File: config.mk
export PLATFORM = sky130hd
export DESIGN_NAME = mem_port_arbiter4_flat
export DESIGN_NICKNAME = d
export VERILOG_FILES = /design/src/rtl/mem_port_arbiter4_if.sv /design/src/rtl/mem_port_arbiter4.sv /design/src/flat_wrapper.sv
export SDC_FILE = /design/constraint.sdc
export NUM_CORES = 1
export LEC_CHECK = 0
export CAP_MARGIN = 10
export CORE_MARGIN = 2
export CORE_UTILIZATION = 36
export DETAILED_ROUTE_END_ITERATION = 10
export HOLD_SLACK_MARGIN = 0.12
export PLACE_DENSITY = 0.87
export SLEW_MARGIN = 20
export SYNTH_ARGS = -nofsm -noshare
export SYNTH_HDL_FRONTEND = slang
export SYNTH_SLANG_ARGS = --single-unit
File: constraint.sdc
create_clock -name clk -period 4.5 [get_ports clk]
set_clock_uncertainty 0.1 [all_clocks]
set_input_delay 0.9 -clock clk [delete_from_list [all_inputs] [get_ports clk]]
set_output_delay 0.9 -clock clk [all_outputs]
set_load 0.02 [all_outputs]
File: src/rtl/mem_port_arbiter4_if.sv
// Bundle of request/address inputs and granted memory-port outputs for the
// four-way shared address port arbiter.
interface mem_port_arbiter4_if #(
    parameter int WIDTH = 16
);
    logic [3:0]       req;
    logic [WIDTH-1:0] addr0;
    logic [WIDTH-1:0] addr1;
    logic [WIDTH-1:0] addr2;
    logic [WIDTH-1:0] addr3;
    logic [3:0]       we;
    logic [3:0]       gnt;
    logic [1:0]       sel;
    logic [WIDTH-1:0] mem_addr;
    logic             mem_we;
    logic             busy;

    modport master (
        output req, addr0, addr1, addr2, addr3, we,
        input  gnt, sel, mem_addr, mem_we, busy
    );

    modport slave (
        input  req, addr0, addr1, addr2, addr3, we,
        output gnt, sel, mem_addr, mem_we, busy
    );
endinterface

File: src/rtl/mem_port_arbiter4.sv
// Round-robin arbiter for the shared memory address port: four requesters,
// each ownership capped at MAX_HOLD consecutive cycles, no bubble between owners.
module mem_port_arbiter4 #(
    parameter int WIDTH    = 16,
    parameter int MAX_HOLD = 8
) (
    input  logic                 clk,
    input  logic                 reset,
    mem_port_arbiter4_if.slave   bus
);
    localparam int HW = (MAX_HOLD > 1) ? $clog2(MAX_HOLD) : 1;
    localparam logic [HW-1:0] HOLD_LAST = HW'(MAX_HOLD - 1);

    typedef enum logic {IDLE, GRANT} state_t;

    state_t          state_q;
    logic [1:0]      owner_q;
    logic [1:0]      last_q;
    logic [HW-1:0]   hold_cnt_q;
    logic [WIDTH-1:0] addr_arr [4];
    logic            busy;

    // Nearest set bit after p, wrapping so that p itself is scanned last.
    function automatic logic [1:0] rr_pick(input logic [3:0] v, input logic [1:0] p);
        logic [1:0] idx;
        rr_pick = p;
        for (int k = 4; k >= 1; k--) begin
            idx = p + 2'(k);
            if (v[idx]) rr_pick = idx;
        end
    endfunction

    always_ff @(posedge clk) begin
        if (reset) begin
            state_q    <= IDLE;
            owner_q    <= 2'd0;
            last_q     <= 2'd3;
            hold_cnt_q <= '0;
        end else begin
            case (state_q)
                IDLE: begin
                    if (|bus.req) begin
                        state_q    <= GRANT;
                        owner_q    <= rr_pick(bus.req, last_q);
                        hold_cnt_q <= '0;
                    end
                end
                GRANT: begin
                    if (bus.req[owner_q] && (hold_cnt_q < HOLD_LAST)) begin
                        hold_cnt_q <= hold_cnt_q + HW'(1);
                    end else begin
                        last_q <= owner_q;
                        if (|bus.req) begin
                            owner_q    <= rr_pick(bus.req, owner_q);
                            hold_cnt_q <= '0;
                        end else begin
                            state_q <= IDLE;
                        end
                    end
                end
                default: state_q <= IDLE;
            endcase
        end
    end

    assign busy        = (state_q == GRANT);
    assign addr_arr[0] = bus.addr0;
    assign addr_arr[1] = bus.addr1;
    assign addr_arr[2] = bus.addr2;
    assign addr_arr[3] = bus.addr3;

    genvar gi;
    generate
        for (gi = 0; gi < 4; gi++) begin : g_gnt
            assign bus.gnt[gi] = busy && (owner_q == 2'(gi));
        end
    endgenerate

    // sel follows owner even when idle, so it keeps the last owner's index.
    assign bus.sel      = owner_q;
    assign bus.busy     = busy;
    assign bus.mem_addr = busy ? addr_arr[owner_q] : '0;
    assign bus.mem_we   = busy & bus.we[owner_q];
endmodule

File: src/flat_wrapper.sv
// flat-port wrapper written by rule: the top's interface ports become plain ports
module mem_port_arbiter4_flat 
#(
    parameter int WIDTH    = 16,
    parameter int MAX_HOLD = 8
)
  (clk, reset, bus_req, bus_addr0, bus_addr1, bus_addr2, bus_addr3, bus_we, bus_gnt, bus_sel, bus_mem_addr, bus_mem_we, bus_busy);
  mem_port_arbiter4_if #(.WIDTH(WIDTH)) bus_i ();
  input  logic clk;
  input  logic reset;
  input wire logic [$bits(bus_i.req)-1:0] bus_req;
  input wire logic [$bits(bus_i.addr0)-1:0] bus_addr0;
  input wire logic [$bits(bus_i.addr1)-1:0] bus_addr1;
  input wire logic [$bits(bus_i.addr2)-1:0] bus_addr2;
  input wire logic [$bits(bus_i.addr3)-1:0] bus_addr3;
  input wire logic [$bits(bus_i.we)-1:0] bus_we;
  output wire logic [$bits(bus_i.gnt)-1:0] bus_gnt;
  output wire logic [$bits(bus_i.sel)-1:0] bus_sel;
  output wire logic [$bits(bus_i.mem_addr)-1:0] bus_mem_addr;
  output wire logic [$bits(bus_i.mem_we)-1:0] bus_mem_we;
  output wire logic [$bits(bus_i.busy)-1:0] bus_busy;
  assign bus_i.req = bus_req;
  assign bus_i.addr0 = bus_addr0;
  assign bus_i.addr1 = bus_addr1;
  assign bus_i.addr2 = bus_addr2;
  assign bus_i.addr3 = bus_addr3;
  assign bus_i.we = bus_we;
  assign bus_gnt = bus_i.gnt;
  assign bus_sel = bus_i.sel;
  assign bus_mem_addr = bus_i.mem_addr;
  assign bus_mem_we = bus_i.mem_we;
  assign bus_busy = bus_i.busy;
  mem_port_arbiter4 #(.WIDTH(WIDTH), .MAX_HOLD(MAX_HOLD)) u_core (.clk(clk), .reset(reset), .bus(bus_i));
endmodule
## Yosys cells after proc, flatten, opt, wreduce, memory -nomap -nowiden

Index checks and enable logic that the tools add are counted.

- Bits in registers: 8
- Bits in latches: 0
- Bits in writable memories: 0
- ROM bits: 0
- Bits of input ports: 74
- Output and inout port bits: 24
- Word-level logic and storage cells: 76
- Memories kept: 0

- $add $sub $neg: 7
- $mul: 0
- Divide/modulo/power cells: 0
- Magnitude comparators: 9
- Equal/unequal tests: 7
- Shift operators: 0
- Muxes and demuxes: 36
- Bitwise operators: 4
- Reductions and logical operators: 9

Operators with widths:

| cell | number |
|---|---|
| 2-to-1 mux 16 bit | 3 |
| binary-select mux 16 bit (select 2 bit) | 1 |
| < comparator 2 x 3 -> 1 bit, second input constant | 7 |
| 2-to-1 mux 2 bit | 9 |
| binary-select mux 1 bit (select 2 bit) | 8 |
| 2-to-1 mux 1 bit | 10 |
| adder 2 bit, second input constant | 4 |
| 2-to-1 mux 3 bit | 2 |
| case mux 3 bit (2 select lines) | 1 |
| logical AND 1 bit | 5 |
| adder 2 x 1 -> 2 bit, second input constant | 2 |
| equality test 2 bit, second input constant | 2 |
| inequality test 2 bit, second input constant | 2 |
| inequality test 4 bit, second input constant | 1 |
| case mux 2 bit (2 select lines) | 1 |
| AND reduction 4 bit | 1 |
| OR reduction 4 bit | 1 |
| adder 3 x 1 -> 3 bit, second input constant | 1 |
| greater-or-equal comparator 3 bit, second input constant | 1 |
| < comparator 3 bit, second input constant | 1 |
| inverter 2 -> 3 bit | 1 |
| equality test 2 x 1 -> 1 bit, second input constant | 1 |
| zero test 2 bit | 1 |
| inequality test 2 x 1 -> 1 bit, second input constant | 1 |
| other kinds (4) | 5 |

## Depth between registers and ports, before layout

Gate-level depths: netlist of the first run.

- Depth after elaboration: 9
- Mapped depth: 7
- Depth with buffers taken out: 6

## Worst setup path before layout of the first run

OpenSTA, ideal clock, no wires.

- Path type: register to output
- From: register u_core.owner_q[0], in the netlist u_core.bus.sel[0]
- To: output port bus_mem_addr[0]
- Arrival: 1.702 ns
- Data required time: 3.500 ns
- Path slack: 1.798 ns
- Cell stages (with the launch flop): 5
- Buffers on the path: 2
- Cell sequence: dfxtp_1 buf_4 buf_2 mux4_2 and2_1

- Longest elaborated chain between the ends: 5

Ends and longest elaborated chain:

| item | line | text |
|---|---|---|
| start: declaration | mem_port_arbiter4.sv:17 | `logic [1:0] owner_q;` |
| start signal: assignment | mem_port_arbiter4.sv:44 | `owner_q <= rr_pick(bus.req, last_q);` |
| start signal: assignment | mem_port_arbiter4.sv:54 | `owner_q <= rr_pick(bus.req, owner_q);` |
| inverter 2 -> 3 bit (not written as such) | mem_port_arbiter4.sv:82 | `assign bus.mem_addr = busy ? addr_arr[owner_q] : '0;` |
| binary-select mux 16 bit (select 2 bit) | mem_port_arbiter4.sv:82 |  |
| 2-to-1 mux 16 bit (not written as such) (2 in series) | mem_port_arbiter4.sv:82 |  |
| 2-to-1 mux 16 bit | mem_port_arbiter4.sv:82 |  |
| end: declaration | flat_wrapper.sv:19 | `output wire logic [$bits(bus_i.mem_addr)-1:0] bus_mem_addr;` |

Every way passes these cells. The select of a mux whose other input is x is not followed.

## Worst setup path after layout of the first run

- From: input port bus_addr3[1]
- To: output port bus_mem_addr[1]

- Longest elaborated chain between the ends: 4

Ends and longest elaborated chain:

| item | line | text |
|---|---|---|
| start: declaration | flat_wrapper.sv:15 | `input wire logic [$bits(bus_i.addr3)-1:0] bus_addr3;` |
| binary-select mux 16 bit (select 2 bit) | mem_port_arbiter4.sv:82 |  |
| 2-to-1 mux 16 bit (not written as such) (2 in series) | mem_port_arbiter4.sv:82 |  |
| 2-to-1 mux 16 bit | mem_port_arbiter4.sv:82 |  |

Every way passes these cells. The select of a mux whose other input is x is not followed.

==> results.yml, run 1 <==
worst_hold_path:
  hold_class: "reg2reg"
  hold-path-endpoint: "u_core.hold_cnt_q[2]"
  min_path_cells: 2
  min_from: "u_core.hold_cnt_q[2]"
yosys:
  yosys.area.top_type: "mux4_2"
  ys_ff_latch: 8
  syn_avg_cell_area_um2: 9.52
  synth_edf_count: 0
  ys_warn_count: 0
  synthTopCellsByArea: "mux4_2 (33%), dfxtp_1 (13%), and2_1 (11%), ha_1 (5.1%), mux2i_1 (2.5%)"
  seq_area_frac_synth: 0.131
  synth_flop_cell: "dfxtp_1"
  netlist_instances: 128
  synth_cell_types: 35
  synthDominantCellAreaShare: 0.333
  synthArstFlopShare: 0
  synth_area_um2: 1220
  syn-num-nets: 207
drt:
  route.detailed.drc: 0
  vias_per_cell: 5.21
  vias: 1365
  routed_wl_mm: 4.10
  routedWlPerCell_um: 15.7
  drtAntennaViolNets: 0
  first_iter_violations: 57
  dr.pass1.iters: 4
place:
  portBuffers: 97
  dp_hpwl_mm: 3.30
  dpl.cell_count: 259
  globalplace.congestion: 0.852
clock_tree:
  clockBufferDepth: 2
  root_buffer: "clkbuf_4"
  cts_resized: 0
  clk_pin_slew_ns: 0.05
  htreeDepth: 1
  insertion_delay_ns: 0.25
  post_cts_buffers: 0
  tritoncts: "yes"
  hold_buffers: 0
  numCtsBuffers: 3
  clock_sinks: 8
die:
  die_w_um: 62.2
  start_util: 0.371
  core_area_um2: 3280
  core.rowCount: 21
  die-area_um2: 3870
  chipHeight_um: 62.2
  ios: 98
setup_path:
  crit_buf_inv: 2
  cp.arrival_ns: 2.47
  critPathTopFamily: "buffers and inverters"
  r2r_slack_ns: 1.81
  worstPathRequired_ns: 3.50
  cp-end-kind: "output port"
  rr_startpoint: "u_core.bus.sel[1]"
  criticalPathCategory: "in2out"
  cpPeakStageDelay_ns: 0.55
  crit_path_frequent_cell: "clkdlybuf4s50_1"
  startpoint_type: "input port"
  cp_cell_sequence: "clkdlybuf4s50_1 > mux4_2 > and2_1 > clkdlybuf4s50_1"
  reg2reg_depth: 6
  critPathMaxFanout: 1
  worstReg2RegEnd: "u_core.bus.sel[1]"
  cp_slowest_cell: "clkdlybuf4s50_1"
pwr:
  leakagePower_nw: 0.812
  vdd_drop_max_v: 0.000137
  pwr_density_cell_nw_per_um2: 239
timing:
  hold_viol_final: 0
  fin_crit_ns: 3.47
  slew_viol_final: 0
  setup_viol: 0
  tightestPinTransition_ns: 0.948
  rsz0062_at_grt: "false"
  finalCritPeriodShare: 0.772
  slew_headroom: 0.367
  fmax_mhz: 288
  fin_tns_setup_ns: 0
flow_run:
  drv_cap: 0
layout:
  final_common_cell: "clkdlybuf4s50_1"
  final_cells: 262
  postLayoutCoreUtil: 0.679
  drive_gt1_frac: 0.125
  nets: 297
  syn2layout_area_growth_pct: 83.0
  most-common-layout-cells: "clkdlybuf4s50_1 (97), and2_1 (22), mux4_2 (18), nor2_1 (8), dfxtp_1 (8)"
  antennaDiodeCount: 0
global_route:
  first_global_vias: 1416
  overflow: 0
  gr-usage-all-layers: 0.221
  antenna_found_initial: 0
  grt_start_max_net_pins: 33
  grt_pass1_wl_mm: 6.91
run_status:
  status: "finished clean"
## state kept, by name, summed over array words and instances, names as in the netlist
signal and count:
u_core.bus.busy 1, u_core.bus.sel 2, u_core.hold_cnt_q 3, u_core.last_q 2
## cell families after synthesis
group | Yosys count | share of synthesized area
AND/OR/NAND/NOR | 53 | 0.249
flip-flops | 8 | 0.131
AO/OA/AOI/OAI | 22 | 0.127
adder cells (fa/ha/maj) | 5 | 0.0513
multiplexers | 23 | 0.376
buffers and inverters | 17 | 0.0647
## through the flow
stage               setup slack [ns]  instance area [µm²]  hold slack, ns  power (mW)
global route                   0.964                 2230           0.424       0.572
floorplan                       1.80                 1220           0.359       0.327
detailed placement              1.01                 2210           0.381       0.483
CTS                             1.01                 2230           0.388       0.538
finish                          1.03                 2230           0.390       0.534
global placement                1.05                 2210           0.375       0.474
## power breakdown
part / internal [mW] / leakage (nW) / switching [mW]
Combinational: 0.229 / 0.732 / 0.139
Clock: 0.0304 / 0.0138 / 0.0232
Sequential: 0.0793 / 0.0660 / 0.0328
## worst min-delay path: cells and delay by family, from the launching register on
family / cells / cell delay, ns
AOI/OAI and AO/OA: 1 / 0.05
and+or+nand+nor: 1 / 0.06
DFF: 1 / 0.33
## per-layer routing
metal,vias up,share of wire,global-route usage
li1,663,-,-
met1,636,0.40,0.251
met2,56,0.52,0.412
met3,10,0.054,0.0453
met4,0,0.024,0.0694
met5,-,0,0
## worst max path at each step
stage	endpoint	cells past startpoint	from
floorplan	bus_mem_addr[0]	4	u_core.bus.sel[0]
global placement	bus_mem_addr[13]	4	bus_addr3[13]
detailed placement	bus_mem_addr[1]	4	bus_addr3[1]
CTS	bus_mem_addr[1]	4	bus_addr3[1]
global route	bus_mem_addr[14]	4	u_core.bus.sel[0]
finish	bus_mem_addr[1]	4	bus_addr3[1]
## cell type report
type	count	area [µm²]
fillers	266	1050
repair buffers	99	998
clock buffers	3	22.5
inverters	3	11.3
flip-flops and latches	8	160
multi-input cells	103	980
well taps	46	57.6
## cells in the mapped netlist (all sizes together), types with 2 or more instances
| cell type | number |
|---|---|
| o311ai | 2 |
| mux4 | 18 |
| dfxtp | 8 |
| and2 | 22 |
| ha | 5 |
| a211o | 2 |
| clkbuf | 8 |
| a21oi | 5 |
| o21ai | 5 |
| nor2b | 4 |
| and3 | 3 |
| buf | 6 |
| nand2 | 6 |
| nor2 | 8 |
| nor3 | 2 |
| inv | 3 |
| nand2b | 3 |
| mux2i | 3 |
| a311oi | 2 |
| mux2 | 2 |
No activity file was read; power rests on OpenSTA's default activity.
==> run 2, diff against run 1 <==
- CORE_UTILIZATION: 36 -> 33
- PLACE_DENSITY: 0.87 -> 0.81
- clock period: 4.5 -> 3.58 ns (I/O delays scaled with it)
==> results.yml, run 2 (synthesized netlist as in run 1, its figures left out) <==
die:
  core_area_um2: 3610
  chipHeight_um: 64.8
  core.rowCount: 22
  die_w_um: 64.8
  start_util: 0.338
  die-area_um2: 4200
  ios: 98
place:
  pre_cts_slack_ns: 0.468
  dp_hpwl_mm: 3.22
  dpl_cell_area_um2: 2210
  portBuffers: 97
  globalplace.congestion: 0.840
setup_path:
  cp_cell_sequence: "clkdlybuf4s50_1 > mux4_2 > and2_1 > clkdlybuf4s50_1"
  cp_slowest_cell: "clkdlybuf4s50_1"
  critPathTopFamily: "buffers and inverters"
  cp.arrival_ns: 2.31
  r2r_slack_ns: 1.21
  crit_path_frequent_cell: "clkdlybuf4s50_1"
  reg2reg_depth: 7
  worstPathRequired_ns: 2.76
  worstReg2RegEnd: "u_core.bus.sel[1]"
  rr_startpoint: "u_core.bus.sel[0]"
  cpPeakStageDelay_ns: 0.54
  crit_buf_inv: 2
  cp-end-kind: "output port"
  critPathMaxFanout: 1
  critPathLaunch: "bus_addr0[10]"
  startpoint_type: "input port"
  criticalPathCategory: "in2out"
  critPathCapture: "bus_mem_addr[10]"
  cp.depth: 4
layout:
  drive_gt1_frac: 0.125
  final_cell_area_um2: 2250
  multi_input_area_um2: 980
  largest_reg_flops: 3
  regMostFlops: "u_core.hold_cnt_q"
  fill_cells: 317
  syn2layout_area_growth_pct: 84.7
  seqCellArea_um2: 160
  most-common-layout-cells: "clkdlybuf4s50_1 (97), and2_1 (22), mux4_2 (18), nor2_1 (8), dfxtp_1 (8)"
  nets: 297
  antennaDiodeCount: 0
  final_common_cell: "clkdlybuf4s50_1"
drt:
  routedWlPerCell_um: 15.3
  route.detailed.drc: 0
  vias: 1336
  vias_per_cell: 5.06
  routed_wl_mm: 4.05
  drtAntennaViolNets: 0
  dr.pass1.iters: 4
  first_iter_violations: 49
run_status:
  status: "finished clean"
timing:
  fin_ws_ns: 0.451
  fin_tns_setup_ns: 0
  fin_crit_ns: 3.13
  tightestPinTransition_ns: 0.920
  setup_viol: 0
  hold_viol_final: 0
  fmax_mhz: 320
  rsz0062_at_grt: "false"
  slew_viol_final: 0
  whs_ns: 0.385
  slew_headroom: 0.386
  finalCritPeriodShare: 0.874
global_route:
  overflow: 0
  grt_start_max_net_pins: 33
  grt_pass1_wl_mm: 6.27
  antenna_found_initial: 0
  first_global_vias: 1300
  gr-usage-all-layers: 0.195
flow_run:
  drv_cap: 0
pwr:
  vdd_drop_max_v: 0.000234
  pwr_density_cell_nw_per_um2: 314
  leakagePower_nw: 0.820
clock_tree:
  insertion_delay_ns: 0.23
  root_buffer: "clkbuf_8"
  clockBufferDepth: 2
  htreeDepth: 1
  tritoncts: "yes"
  cts_resized: 0
  clk_pin_slew_ns: 0.04
  numCtsBuffers: 3
  post_cts_buffers: 0
  clock_sinks: 8
  hold_buffers: 0
worst_hold_path:
  hold_class: "reg2reg"
run 2: layout make-up:
class	count	share of cell area
clock buffer	3	0.0183
inverter	3	0.00500
multi-input combinational	103	0.435
sequential	8	0.0712
tap	48	0.0267
timing repair buffer	99	0.444
run 2: how the worst min path moves through the flow:
stage / start / end / slack [ns] / cells after the start
floorplan: u_core.hold_cnt_q[2] / u_core.hold_cnt_q[2] / 0.36 / 2
global placement: u_core.hold_cnt_q[2] / u_core.hold_cnt_q[2] / 0.38 / 2
detailed placement: u_core.hold_cnt_q[2] / u_core.hold_cnt_q[2] / 0.38 / 2
CTS: u_core.hold_cnt_q[2] / u_core.hold_cnt_q[2] / 0.39 / 2
global route: u_core.hold_cnt_q[2] / u_core.hold_cnt_q[2] / 0.42 / 2
finish: u_core.hold_cnt_q[2] / u_core.hold_cnt_q[2] / 0.39 / 2
run 2: report_power, final:
group / total, mW / internal [mW] / switching (mW) / leakage, nW
logic: 0.482 / 0.286 / 0.196 / 0.732
registers: 0.118 / 0.100 / 0.0182 / 0.0660
clock network: 0.107 / 0.0727 / 0.0345 / 0.0216
total: 0.707 / 0.459 / 0.248 / 0.820
run 2: per-stage QoR:
step	std cells	power (mW)	utilization
2_1_floorplan	128	0.411	-
3_3_place_gp	261	0.599	0.613
3_5_place_dp	261	0.604	0.613
4_1_cts	264	0.714	0.624
5_1_grt	264	0.756	0.624
6_report	264	0.707	0.624
run 2: per-layer routing:
layer | routed length, µm | share of wire | GRT usage
met3 | 248 | 0.061 | 0.0503
met1 | 1590 | 0.39 | 0.222
met2 | 2120 | 0.52 | 0.352
met5 | 0 | 0 | 0
met4 | 85 | 0.021 | 0.0612
run 2: worst reg2reg max path: stages, from the launching register on:
cell and delay [ns]:
dfxtp_1 0.50, buf_12 0.24, inv_1 0.11, ha_1 0.38, and2_1 0.20, or4_1 0.47, nand4_1 0.12, a311oi_2 0.11
==> run 3, diff against run 2 <==
- CAP_MARGIN: 10 -> default
==> results of run 3 <==
The final DEF is identical to that of run 2; final timing and power are the same.
